### config.mk
export PLATFORM = sky130hd
export DESIGN_NAME = and4_in_cond
export DESIGN_NICKNAME = d
export VERILOG_FILES = /design/src/rtl/and4_in_cond.sv
export SDC_FILE = /design/constraint.sdc
export NUM_CORES = 1
export LEC_CHECK = 0
export ABC_AREA = 0
export CAP_MARGIN = 10
export CORE_MARGIN = 4
export CORE_UTILIZATION = 53
export CTS_CLUSTER_SIZE = 14
export DETAILED_ROUTE_END_ITERATION = 10
export GPL_TIMING_DRIVEN = 0
export MAX_ROUTING_LAYER = met4
export PLACE_DENSITY = 0.75
export REMOVE_ABC_BUFFERS = 1
export SLEW_MARGIN = 20
export SYNTH_ARGS = -nofsm -noshare
export SYNTH_HDL_FRONTEND = slang
export SYNTH_SLANG_ARGS = --single-unit
### constraint.sdc
create_clock -name clk -period 1.4 [get_ports clk]
set_input_delay 0.14 -clock clk [delete_from_list [all_inputs] [get_ports clk]]
set_output_delay 0.14 -clock clk [all_outputs]
set_load 0.005 [all_outputs]
### src/rtl/and4_in_cond.sv
// Four-channel input conditioner feeding a 4-input AND gate: 2-flop sync plus saturating debounce per channel.
// Optional edge-pulse outputs (rise/fall) are built when AND4_IN_COND_EDGE_EN is defined.
module and4_in_cond #(
  parameter int unsigned DB_CYCLES = 4,
  parameter int unsigned CNT_W     = 8
) (
  input  logic       clk,
  input  logic       rst_n,
  input  logic       a_raw,
  input  logic       b_raw,
  input  logic       c_raw,
  input  logic       d_raw,
  output logic       a_q,
  output logic       b_q,
  output logic       c_q,
  output logic       d_q,
`ifdef AND4_IN_COND_EDGE_EN
  output logic [3:0] rise,
  output logic [3:0] fall,
`endif
  output logic       all_stable
);

  localparam int unsigned NCH = 4;
  localparam logic [CNT_W-1:0] CNT_LAST = CNT_W'(DB_CYCLES - 1);
  localparam logic [CNT_W-1:0] CNT_ONE  = CNT_W'(1);

  // Bit order everywhere is {d, c, b, a}.
  logic [NCH-1:0]   raw_w;
  logic [NCH-1:0]   s1_q, s1_d;
  logic [NCH-1:0]   s2_q, s2_d;
  logic [NCH-1:0]   lvl_q, lvl_d;
  logic [NCH-1:0]   pending_w;
  logic [CNT_W-1:0] cnt_q [NCH];
  logic [CNT_W-1:0] cnt_d [NCH];

  assign raw_w = {d_raw, c_raw, b_raw, a_raw};

  // Synchronizer: straight flop-to-flop, nothing between s1 and s2.
  always_comb begin
    s1_d = raw_w;
    s2_d = s1_q;
  end

  // Debounce: the level flips only after DB_CYCLES consecutive mismatching samples;
  // any matching sample clears the count, so glitches never accumulate.
  always_comb begin
    lvl_d = lvl_q;
    for (int i = 0; i < NCH; i++) begin
      cnt_d[i] = cnt_q[i];
      if (s2_q[i] != lvl_q[i]) begin
        if (cnt_q[i] == CNT_LAST) begin
          lvl_d[i] = s2_q[i];
          cnt_d[i] = '0;
        end else begin
          cnt_d[i] = cnt_q[i] + CNT_ONE;
        end
      end else begin
        cnt_d[i] = '0;
      end
    end
  end

  always_ff @(posedge clk or negedge rst_n) begin
    if (!rst_n) begin
      s1_q  <= '0;
      s2_q  <= '0;
      lvl_q <= '0;
      for (int i = 0; i < NCH; i++) begin
        cnt_q[i] <= '0;
      end
    end else begin
      s1_q  <= s1_d;
      s2_q  <= s2_d;
      lvl_q <= lvl_d;
      for (int i = 0; i < NCH; i++) begin
        cnt_q[i] <= cnt_d[i];
      end
    end
  end

  always_comb begin
    for (int i = 0; i < NCH; i++) begin
      pending_w[i] = (cnt_q[i] != '0);
    end
  end

  assign all_stable = ~|pending_w;

  assign a_q = lvl_q[0];
  assign b_q = lvl_q[1];
  assign c_q = lvl_q[2];
  assign d_q = lvl_q[3];

`ifdef AND4_IN_COND_EDGE_EN
  logic [NCH-1:0] rise_q, rise_d;
  logic [NCH-1:0] fall_q, fall_d;

  // Pulses are high during the first cycle the new level is visible on the q outputs.
  always_comb begin
    rise_d = lvl_d & ~lvl_q;
    fall_d = ~lvl_d & lvl_q;
  end

  always_ff @(posedge clk or negedge rst_n) begin
    if (!rst_n) begin
      rise_q <= '0;
      fall_q <= '0;
    end else begin
      rise_q <= rise_d;
      fall_q <= fall_d;
    end
  end

  assign rise = rise_q;
  assign fall = fall_q;
`endif

endmodule
# Word level (Yosys, flattened, before mapping)
# Cells that the tools add are included.
# op_classes
add_sub_neg,4
eq_ne,8
muxes,8
n_reduce_logical,10
# op_table
op,n
$mux W8,8
$add A8 B1 Y8 const B,4
$eq A8 B2 Y1 const B,4
$reduce_bool A8 Y1,4
$reduce_and A2 Y1,4
$ne A1 B1 Y1,4
$reduce_or A4 Y1,1
$logic_not A1 Y1,1
# totals
register_bits,44
out_inout_bits,5
wordCells,40

# Logic depth before layout (Yosys ltp)
# Gate-level depths: netlist of the first run.
# depth
depth_word,3
mapped_depth,5

# Least setup slack after synthesis of the first run
# OpenSTA, ideal clock, no wires.
# synth_timing
path_type,register to register
startpoint,register cnt_q[0] (netlist bit)
endpoint,register lvl_q[3]
arrival_ps,1468
required_ps,1275
setup_slack_ps,-193
path_stages_with_launch,5
cell_sequence,dfrtp_1 -> ha_1 -> or3b_2 -> nor2_1 -> mux2_2
# synth_between
elab_chain_cells,2
# synth_lines
element,line_no,rtl
"start, declared",34,logic [CNT_W-1:0] cnt_q [NCH];
"start signal, assigned by index",77,cnt_q[i] <= cnt_d[i];
$eq A8 B2 Y1,52,if (cnt_q[i] == CNT_LAST) begin
$reduce_and A2 Y1 (no source line),-,
"end signal, assigned",75,lvl_q <= lvl_d;
"end, declared",32,"logic [NCH-1:0] lvl_q, lvl_d;"
# Every way passes these cells.
# A chain may end at the register's enable or synchronous reset.

# Worst setup path in the final report of the first run
# layout_timing
startpoint,register cnt_q[2] (netlist bit)
endpoint,output port all_stable
# layout_between
elab_chain_cells,3
# layout_lines
element,line_no,rtl
$reduce_bool A8 Y1,84,pending_w[i] = (cnt_q[i] != '0);
$reduce_or A4 Y1,88,assign all_stable = ~|pending_w;
$logic_not A1 Y1,88,
"end, declared",21,output logic all_stable
# Every way passes these cells.

==> report_table.html, run 1 <==
<table>
<tr><th>Metric</th><th>Value</th></tr>
<tr><th colspan="2">Floorplanning</th></tr>
<tr><td>Starting utilization of the core area</td><td>0.5502</td></tr>
<tr><td>Core area</td><td>3689 um2</td></tr>
<tr><td>Horiz. Die Dim</td><td>69.88 um</td></tr>
<tr><td>Die height</td><td>69.88 um</td></tr>
<tr><td>Die area</td><td>4883 um2</td></tr>
<tr><td>IO Count</td><td>11</td></tr>
<tr><td>Number of rows in the core area</td><td>22</td></tr>
<tr><th colspan="2">Yosys</th></tr>
<tr><td>Cell accounting for the most synthesized area</td><td>dfrtp_1</td></tr>
<tr><td>Netlist area before placement</td><td>2029 um2</td></tr>
<tr><td>Mean instance size in the synthesized netlist</td><td>10.74 um2</td></tr>
<tr><td>Post-synth cell types</td><td>22</td></tr>
<tr><td>Post-synthesis sequential area ratio</td><td>0.5425</td></tr>
<tr><td>Post-synthesis instance total</td><td>189</td></tr>
<tr><td>Number of warnings reported in the yosys synthesis log</td><td>0</td></tr>
<tr><td>Post-synth top area share</td><td>0.5425</td></tr>
<tr><td>Cell types occupying the most area after synthesis</td><td>dfrtp_1 54%, ha_1 7.4%, nand3_1 3.9%</td></tr>
<tr><td>Synth Register Bits</td><td>44</td></tr>
<tr><th colspan="2">Timing</th></tr>
<tr><td>Maximum clock frequency</td><td>0.5461 GHz</td></tr>
<tr><td>Total negative setup slack</td><td>-3007 ps</td></tr>
<tr><td>Minimum setup slack in the final design</td><td>-431.2 ps</td></tr>
<tr><td>Worst Hold Slack</td><td>277.8 ps</td></tr>
<tr><td>Transition time at the pin with the least slew margin</td><td>356.3 ps</td></tr>
<tr><td>Final setup skew</td><td>6.287 ps</td></tr>
<tr><td>Max-slew violation count</td><td>0</td></tr>
<tr><td>Final number of hold-violating endpoints</td><td>0</td></tr>
<tr><td>Number of endpoints failing setup at the final stage</td><td>16</td></tr>
<tr><td>Setup repair after global routing missed its margin</td><td>yes</td></tr>
<tr><td>Headroom to the max-slew limit</td><td>0.7617</td></tr>
<tr><td>Post-layout min period</td><td>1831 ps</td></tr>
<tr><td>Final cycle utilization of the critical path</td><td>1.308</td></tr>
<tr><th colspan="2">Final layout</th></tr>
<tr><td>Layout Area Growth over Synthesis</td><td>25.15%</td></tr>
<tr><td>Fin nets</td><td>241</td></tr>
<tr><td>Most frequent standard cell in the layout excluding fill and tap cells</td><td>dfrtp_1</td></tr>
<tr><td>Most frequent cells in the layout</td><td>38 x dfrtp_1, 16 x nand3_1, 15 x nor2_1, 13 x buf_4</td></tr>
<tr><td>Fraction of final layout cells sized beyond drive strength 1</td><td>0.2679</td></tr>
<tr><td>Antenna Cells</td><td>0</td></tr>
<tr><td>Final Instance Area</td><td>2540 um2</td></tr>
<tr><th colspan="2">Global route</th></tr>
<tr><td>GR Overflow Total</td><td>0</td></tr>
<tr><td>Overall routing resource usage</td><td>0.1731</td></tr>
<tr><td>Maximum number of pins on one net before global-route repair</td><td>31</td></tr>
<tr><td>Vias in the first global route</td><td>1516</td></tr>
<tr><td>Wire length of the first global-routing pass</td><td>6.541 mm</td></tr>
<tr><td>Antenna violations before repair</td><td>0</td></tr>
<tr><th colspan="2">Drt</th></tr>
<tr><td>Starting DRT DRC Count</td><td>52</td></tr>
<tr><td>Routed wire length</td><td>3.918 mm</td></tr>
<tr><td>Vias post-DR</td><td>1508</td></tr>
<tr><td>Ratio of routed vias to standard cells</td><td>5.544</td></tr>
<tr><td>DRC Markers</td><td>0</td></tr>
<tr><td>Count of nets left with antenna violations after detail routing</td><td>0</td></tr>
<tr><td>Length of the first detailed-routing pass in iterations</td><td>4</td></tr>
<tr><td>Drt wl/cell</td><td>14.40 um</td></tr>
<tr><th colspan="2">Run status</th></tr>
<tr><td>Outcome</td><td>finished, violations left</td></tr>
<tr><td>Violations in the final reports</td><td>negative setup slack</td></tr>
<tr><th colspan="2">Setup path</th></tr>
<tr><td>Critical Path Sink Type</td><td>output pin</td></tr>
<tr><td>Worst Path Required</td><td>1260 ps</td></tr>
<tr><td>CP cell instances</td><td>or4_4, nor2_2, and4bb_2, buf_2</td></tr>
<tr><td>Highest net fanout along the worst path</td><td>2</td></tr>
<tr><td>Worst setup slack for register-to-register paths</td><td>-370 ps</td></tr>
<tr><td>CP arrival</td><td>1690 ps</td></tr>
<tr><td>Critical path's slowest cell</td><td>or4_4</td></tr>
<tr><td>Critical path launch point type</td><td>flip-flop</td></tr>
<tr><td>Biggest cell delay along the critical path</td><td>550 ps</td></tr>
<tr><td>Worst Setup Path Type</td><td>reg2out</td></tr>
<tr><th colspan="2">Pwr</th></tr>
<tr><td>PwrDens</td><td>1532 nW/um2</td></tr>
<tr><td>Sequential power share</td><td>0.444</td></tr>
<tr><td>NetSw</td><td>1.310 mW</td></tr>
<tr><td>IR drop worst, VDD</td><td>0.001136 V</td></tr>
<tr><td>Switch share</td><td>0.3367</td></tr>
<tr><td>Total internal power</td><td>2.581 mW</td></tr>
<tr><td>Proportion of power drawn by combinational gates</td><td>0.348</td></tr>
<tr><td>Clock power frac</td><td>0.209</td></tr>
<tr><td>Leakage component of the power</td><td>1.098 nW</td></tr>
<tr><th colspan="2">Placed design</th></tr>
<tr><td>Placed Instance Area</td><td>2205 um2</td></tr>
<tr><td>Routability congestion estimate from global placement</td><td>0.8248</td></tr>
<tr><td>Port Buffers</td><td>10</td></tr>
<tr><td>DPL Wire Length</td><td>2.448 mm</td></tr>
<tr><th colspan="2">Job</th></tr>
<tr><td>Max cap viols</td><td>0</td></tr>
<tr><th colspan="2">CTS</th></tr>
<tr><td>Root buf cell</td><td>clkbuf_8</td></tr>
<tr><td>Total clock buffers created by CTS</td><td>5</td></tr>
<tr><td>Worst-skew pair later-pin latency</td><td>300 ps</td></tr>
<tr><td>Number of H-tree levels</td><td>2</td></tr>
<tr><td>CTS tree</td><td>built</td></tr>
<tr><td>Clock transition at the registers of the reported paths</td><td>80 ps</td></tr>
<tr><td># clock sinks</td><td>44</td></tr>
<tr><td>Clock Tree Buf Depth</td><td>2</td></tr>
<tr><th colspan="2">Worst hold path</th></tr>
<tr><td>Worst hold path class</td><td>in2reg</td></tr>
</table>
==> synthesized netlist by cell type, drive strengths merged <==
cell,count
dfrtp,44
nor2,21
nand3,16
o21ai,14
a21oi,12
ha,12
inv,12
or3,12
xnor2,8
xor2,8
nand2,6
nand4,6
and2,4
mux2,4
nor4,3
a31o,2
or3b,2
or4,2
and4bb,1
==> state kept, by name, summed over array words and instances, names as in the netlist <==
register and flops:
s1_q 4, lvl_q 4, cnt_q 32, s2_q 4
==> critical path: cells and delay by family, from the launching register on <==
kind                   cells  cell delay (ps)
buffers and inverters      1              110
DFF                        1              410
and+or+nand+nor            3              880
==> metrics by stage <==
stage          cells  setup WS (ps)    util  power [mW]
6_report         272         -431.2  0.6886       3.891
5_1_grt          272         -493.4  0.6886       4.148
4_1_cts          267         -427.9  0.6598       3.705
3_5_place_dp     248         -680.2  0.5977       2.728
3_3_place_gp     247         -895.9  0.5936       2.687
2_1_floorplan    189         -192.8       -       2.350
==> logic make-up (layout without fill, tap and decap cells) <==
kind of cell,after synthesis,in the layout,share of synthesized area
AO/OA/AOI/OAI,28,28,0.07645
XOR/XNOR,16,16,0.06905
adder cells (fa/ha/maj),12,12,0.07398
buffers and inverters,12,47,0.02219
flip-flops,44,44,0.5425
multiplexers,4,4,0.02219
AND/OR/NAND/NOR,73,73,0.1936
==> what timing repair did <==
action	in CTS	in global routing
setup endpoints to repair	31	16
pin swaps	5	10
buffers inserted	10	5
gates resized for setup	17	18
hold buffers	1	0
hold endpoints to repair	14	0
==> power by group through the flow <==
stage / registers [mW] / logic (mW) / clock network (mW)
after global placement: 1.74 / 0.948 / 0
after floorplan: 1.70 / 0.645 / 0
after global routing: 1.75 / 1.50 / 0.893
final: 1.73 / 1.35 / 0.812
after CTS: 1.71 / 1.17 / 0.827
after detailed placement: 1.75 / 0.975 / 0
==> path summary, 6_finish.rpt <==
check                      startpoint    endpoint  cells after the start
min in group asynchronous       rst_n     s2_q[1]                      2
setup reg to reg             cnt_q[2]    lvl_q[3]                      5
setup / recovery             cnt_q[2]  all_stable                      4
hold reg to reg               s1_q[1]     s2_q[1]                      0
max in group asynchronous       rst_n    cnt_q[2]                      3
hold / removal                  d_raw     s1_q[3]                      1
==> final cells by class <==
cell class	instances	area [um2]
clock buffer	6	82.58
clock inverter	2	10.01
fill	285	1149
inverter	12	45.04
multi-input combinational	133	993.5
sequential	44	1109
tap	48	60.06
timing repair buffer	27	240.2
==> metal layers <==
layer / track usage / share of wire
met3: 0.03741 / 0.032
met2: 0.2844 / 0.51
met5: - / 0
met1: 0.1953 / 0.44
met4: 0.09787 / 0.022
Note: power is estimated with default switching activity, not from simulation.
==> inputs of run 2 (changes only) <==
Settings changed: CORE_MARGIN 4 to 2, SLEW_MARGIN 20 to 10.
==> run 2 against run 1 <==
The run still ends with negative setup slack left. Global-route usage up 5.9 points. Clock skew fell by 0.78 ps. Sequential share of layout area shrank 0.68 points. Core utilization rose by 1.9 points. Die area down 11%. Power up 1.5%. Combinational power barely moved. Largest power group unchanged.
==> report_table.html, run 2 (same netlist as run 1, synthesis figures left out) <==
<table>
<tr><th>Metric</th><th>Value</th></tr>
<tr><th colspan="2">Pwr</th></tr>
<tr><td>Leakage component of the power</td><td>1.114 nW (+1.4%)</td></tr>
<tr><td>PwrDens</td><td>1525 nW/um2 (-0.45%)</td></tr>
<tr><td>Switch share</td><td>0.3458 (+0.009110)</td></tr>
<tr><td>Sequential power share</td><td>0.438 (-0.006)</td></tr>
<tr><td>NetSw</td><td>1.365 mW (+4.2%)</td></tr>
<tr><td>Clock power frac</td><td>0.213 (+0.004)</td></tr>
<tr><td>Proportion of power drawn by combinational gates</td><td>0.348 (about the same)</td></tr>
<tr><td>IR drop worst, VDD</td><td>0.0009332 V (-18%)</td></tr>
<tr><td>Total internal power</td><td>2.583 mW (about the same)</td></tr>
<tr><th colspan="2">Placed design</th></tr>
<tr><td>Routability congestion estimate from global placement</td><td>0.7509 (-9.0%)</td></tr>
<tr><td>DPL Wire Length</td><td>2.705 mm (+11%)</td></tr>
<tr><td>Placed Instance Area</td><td>2212 um2 (+0.34%)</td></tr>
<tr><td>Port Buffers</td><td>10 (unchanged)</td></tr>
<tr><td>Worst slack, placed</td><td>-695.1 ps (-14.94 ps)</td></tr>
<tr><th colspan="2">Final layout</th></tr>
<tr><td>Most flops, register</td><td>cnt_q</td></tr>
<tr><td>Antenna Cells</td><td>0 (unchanged)</td></tr>
<tr><td>Most frequent cells in the layout</td><td>35 x dfrtp_1, 17 x buf_4, 15 x nand3_1, 15 x nor2_1</td></tr>
<tr><td>Final Instance Area</td><td>2589 um2 (+1.9%)</td></tr>
<tr><td>Fraction of final layout cells sized beyond drive strength 1</td><td>0.2895 (+0.02162)</td></tr>
<tr><td>Layout Area Growth over Synthesis</td><td>27.56%</td></tr>
<tr><td>Flip-flop count of the largest register, all copies and words added</td><td>32 (unchanged)</td></tr>
<tr><td>Fin nets</td><td>245 (+1.7%)</td></tr>
<tr><td>Final cell utilization of the core</td><td>0.7071 (+0.01851)</td></tr>
<tr><td>Most frequent standard cell in the layout excluding fill and tap cells</td><td>dfrtp_1</td></tr>
<tr><td>Filler Cells Inserted</td><td>258 (-9.5%)</td></tr>
<tr><th colspan="2">CTS</th></tr>
<tr><td>Root buf cell</td><td>clkbuf_8</td></tr>
<tr><td>CTS tree</td><td>built</td></tr>
<tr><td>Clock Tree Buf Depth</td><td>2 (unchanged)</td></tr>
<tr><td>Total clock buffers created by CTS</td><td>5 (unchanged)</td></tr>
<tr><td>Number of H-tree levels</td><td>2 (unchanged)</td></tr>
<tr><td>Clock transition at the registers of the reported paths</td><td>80 ps (about the same)</td></tr>
<tr><td>Worst-skew pair later-pin latency</td><td>310 ps (about the same)</td></tr>
<tr><td># clock sinks</td><td>44 (unchanged)</td></tr>
<tr><th colspan="2">Drt</th></tr>
<tr><td>Ratio of routed vias to standard cells</td><td>5.518 (-0.47%)</td></tr>
<tr><td>Count of nets left with antenna violations after detail routing</td><td>0 (unchanged)</td></tr>
<tr><td>Drt wl/cell</td><td>15.86 um (+10%)</td></tr>
<tr><td>Length of the first detailed-routing pass in iterations</td><td>4 (unchanged)</td></tr>
<tr><td>Routed wire length</td><td>4.376 mm (+12%)</td></tr>
<tr><td>Starting DRT DRC Count</td><td>66 (+27%)</td></tr>
<tr><td>DRC Markers</td><td>0 (unchanged)</td></tr>
<tr><td>Vias post-DR</td><td>1523 (+0.99%)</td></tr>
<tr><th colspan="2">Floorplanning</th></tr>
<tr><td>Number of rows in the core area</td><td>22 (unchanged)</td></tr>
<tr><td>Core area</td><td>3661 um2 (-0.75%)</td></tr>
<tr><td>Starting utilization of the core area</td><td>0.5543 (+0.004137)</td></tr>
<tr><td>Horiz. Die Dim</td><td>65.88 um (-5.7%)</td></tr>
<tr><td>Die height</td><td>65.88 um (-5.7%)</td></tr>
<tr><td>IO Count</td><td>11 (unchanged)</td></tr>
<tr><td>Die area</td><td>4340 um2 (-11%)</td></tr>
<tr><th colspan="2">Setup path</th></tr>
<tr><td>Critical Path Sink Type</td><td>output pin</td></tr>
<tr><td>Worst Setup Path Type</td><td>reg2out</td></tr>
<tr><td>Worst Path Required</td><td>1260 ps (about the same)</td></tr>
<tr><td>CP arrival</td><td>1700 ps (about the same)</td></tr>
<tr><td>Highest net fanout along the worst path</td><td>2 (unchanged)</td></tr>
<tr><td>Critical path launch point type</td><td>flip-flop</td></tr>
<tr><th colspan="2">Timing</th></tr>
<tr><td>Max-slew violation count</td><td>0 (unchanged)</td></tr>
<tr><td>Minimum setup slack in the final design</td><td>-441.4 ps (-10.20 ps)</td></tr>
<tr><td>Transition time at the pin with the least slew margin</td><td>514.7 ps (+158.5 ps)</td></tr>
<tr><td>Final cycle utilization of the critical path</td><td>1.315 (+0.007284)</td></tr>
<tr><td>Maximum clock frequency</td><td>0.5431 GHz (-0.55%)</td></tr>
<tr><td>Final number of hold-violating endpoints</td><td>0 (unchanged)</td></tr>
<tr><td>Headroom to the max-slew limit</td><td>0.6569 (-0.1048)</td></tr>
<tr><td>Setup repair after global routing missed its margin</td><td>yes</td></tr>
<tr><td>Final setup skew</td><td>5.512 ps (-0.7754 ps)</td></tr>
<tr><td>Number of endpoints failing setup at the final stage</td><td>15 (-1)</td></tr>
<tr><td>Post-layout min period</td><td>1841 ps (+10.20 ps)</td></tr>
<tr><th colspan="2">Job</th></tr>
<tr><td>Max cap viols</td><td>0 (unchanged)</td></tr>
<tr><th colspan="2">Global route</th></tr>
<tr><td>Vias in the first global route</td><td>1570 (+3.6%)</td></tr>
<tr><td>Antenna violations before repair</td><td>0 (unchanged)</td></tr>
<tr><td>GR Overflow Total</td><td>0 (unchanged)</td></tr>
<tr><td>Maximum number of pins on one net before global-route repair</td><td>24 (-23%)</td></tr>
<tr><td>Overall routing resource usage</td><td>0.2324 (+0.05928)</td></tr>
<tr><td>Wire length of the first global-routing pass</td><td>7.203 mm (+10%)</td></tr>
<tr><th colspan="2">Worst hold path</th></tr>
<tr><td>Worst hold path class</td><td>in2reg</td></tr>
<tr><th colspan="2">Run status</th></tr>
<tr><td>Outcome</td><td>finished, violations left</td></tr>
<tr><td>Violations in the final reports</td><td>negative setup slack</td></tr>
</table>
## run 2: area by class of cell
cell class              count  area [um2]  area share
flip-flops and latches     44        1112      0.4297
inverters                  12       45.04     0.01740
multi-input cells         133       996.0      0.3847
clock inverters             2       15.01    0.005800
well taps                  48       60.06     0.02320
repair buffers             31       277.8      0.1073
clock buffers               6       82.58     0.03190
## run 2: repair_timing
item / in CTS / in global routing
hold buffers: 1 / 0
endpoints found under the setup margin: 31 / 23
hold endpoints to repair: 21 / 0
gates resized for setup: 22 / 18
setup buffers: 14 / 6
pin swaps: 11 / 12
## run 2: path summary, 6_finish.rpt
path,from,cells past startpoint,end,slack [ps]
worst max-delay path,cnt_q[4],4,all_stable,-440
worst min-delay path,d_raw,1,s1_q[3],270
worst max register to register,cnt_q[4],5,lvl_q[3],-340
worst min register to register,s1_q[2],0,s2_q[2],350
min in group asynchronous,rst_n,2,cnt_q[4],340
max in group asynchronous,rst_n,3,cnt_q[18],560
## run 2: per-layer routing
metal / part of all wire / GRT usage
met5: 0 / -
met4: 0.023 / 0.09375
met3: 0.030 / 0.07496
met2: 0.53 / 0.3927
met1: 0.41 / 0.2534
## run 2: through the flow
| step | cells | hold WS [ps] | total power, mW | TNS [ps] |
|---|---|---|---|---|
| floorplan | 189 | -155.6 | 2.350 | -549.8 |
| global placement | 247 | 333.1 | 2.684 | -40590 |
| detailed placement | 248 | 139.8 | 2.765 | -4040 |
| CTS | 271 | 262.4 | 3.828 | -1680 |
| global route | 276 | 261.1 | 4.184 | -3960 |
| finish | 276 | 265.2 | 3.948 | -3256 |
## run 2: worst max-delay path, stage by stage (launching register included)
cell	delay (ps)
dfrtp_1	400
or4_4	550
nor2_1	90
and4bb_2	240
buf_2	110
## run 2: power by group through the flow
| stage | registers (mW) | clock network [mW] | logic (mW) |
|---|---|---|---|
| global placement | 1.74 | 0 | 0.944 |
| floorplan | 1.70 | 0 | 0.645 |
| CTS | 1.72 | 0.849 | 1.26 |
| finish | 1.73 | 0.842 | 1.38 |
| detailed placement | 1.75 | 0 | 1.01 |
| global route | 1.77 | 0.900 | 1.52 |
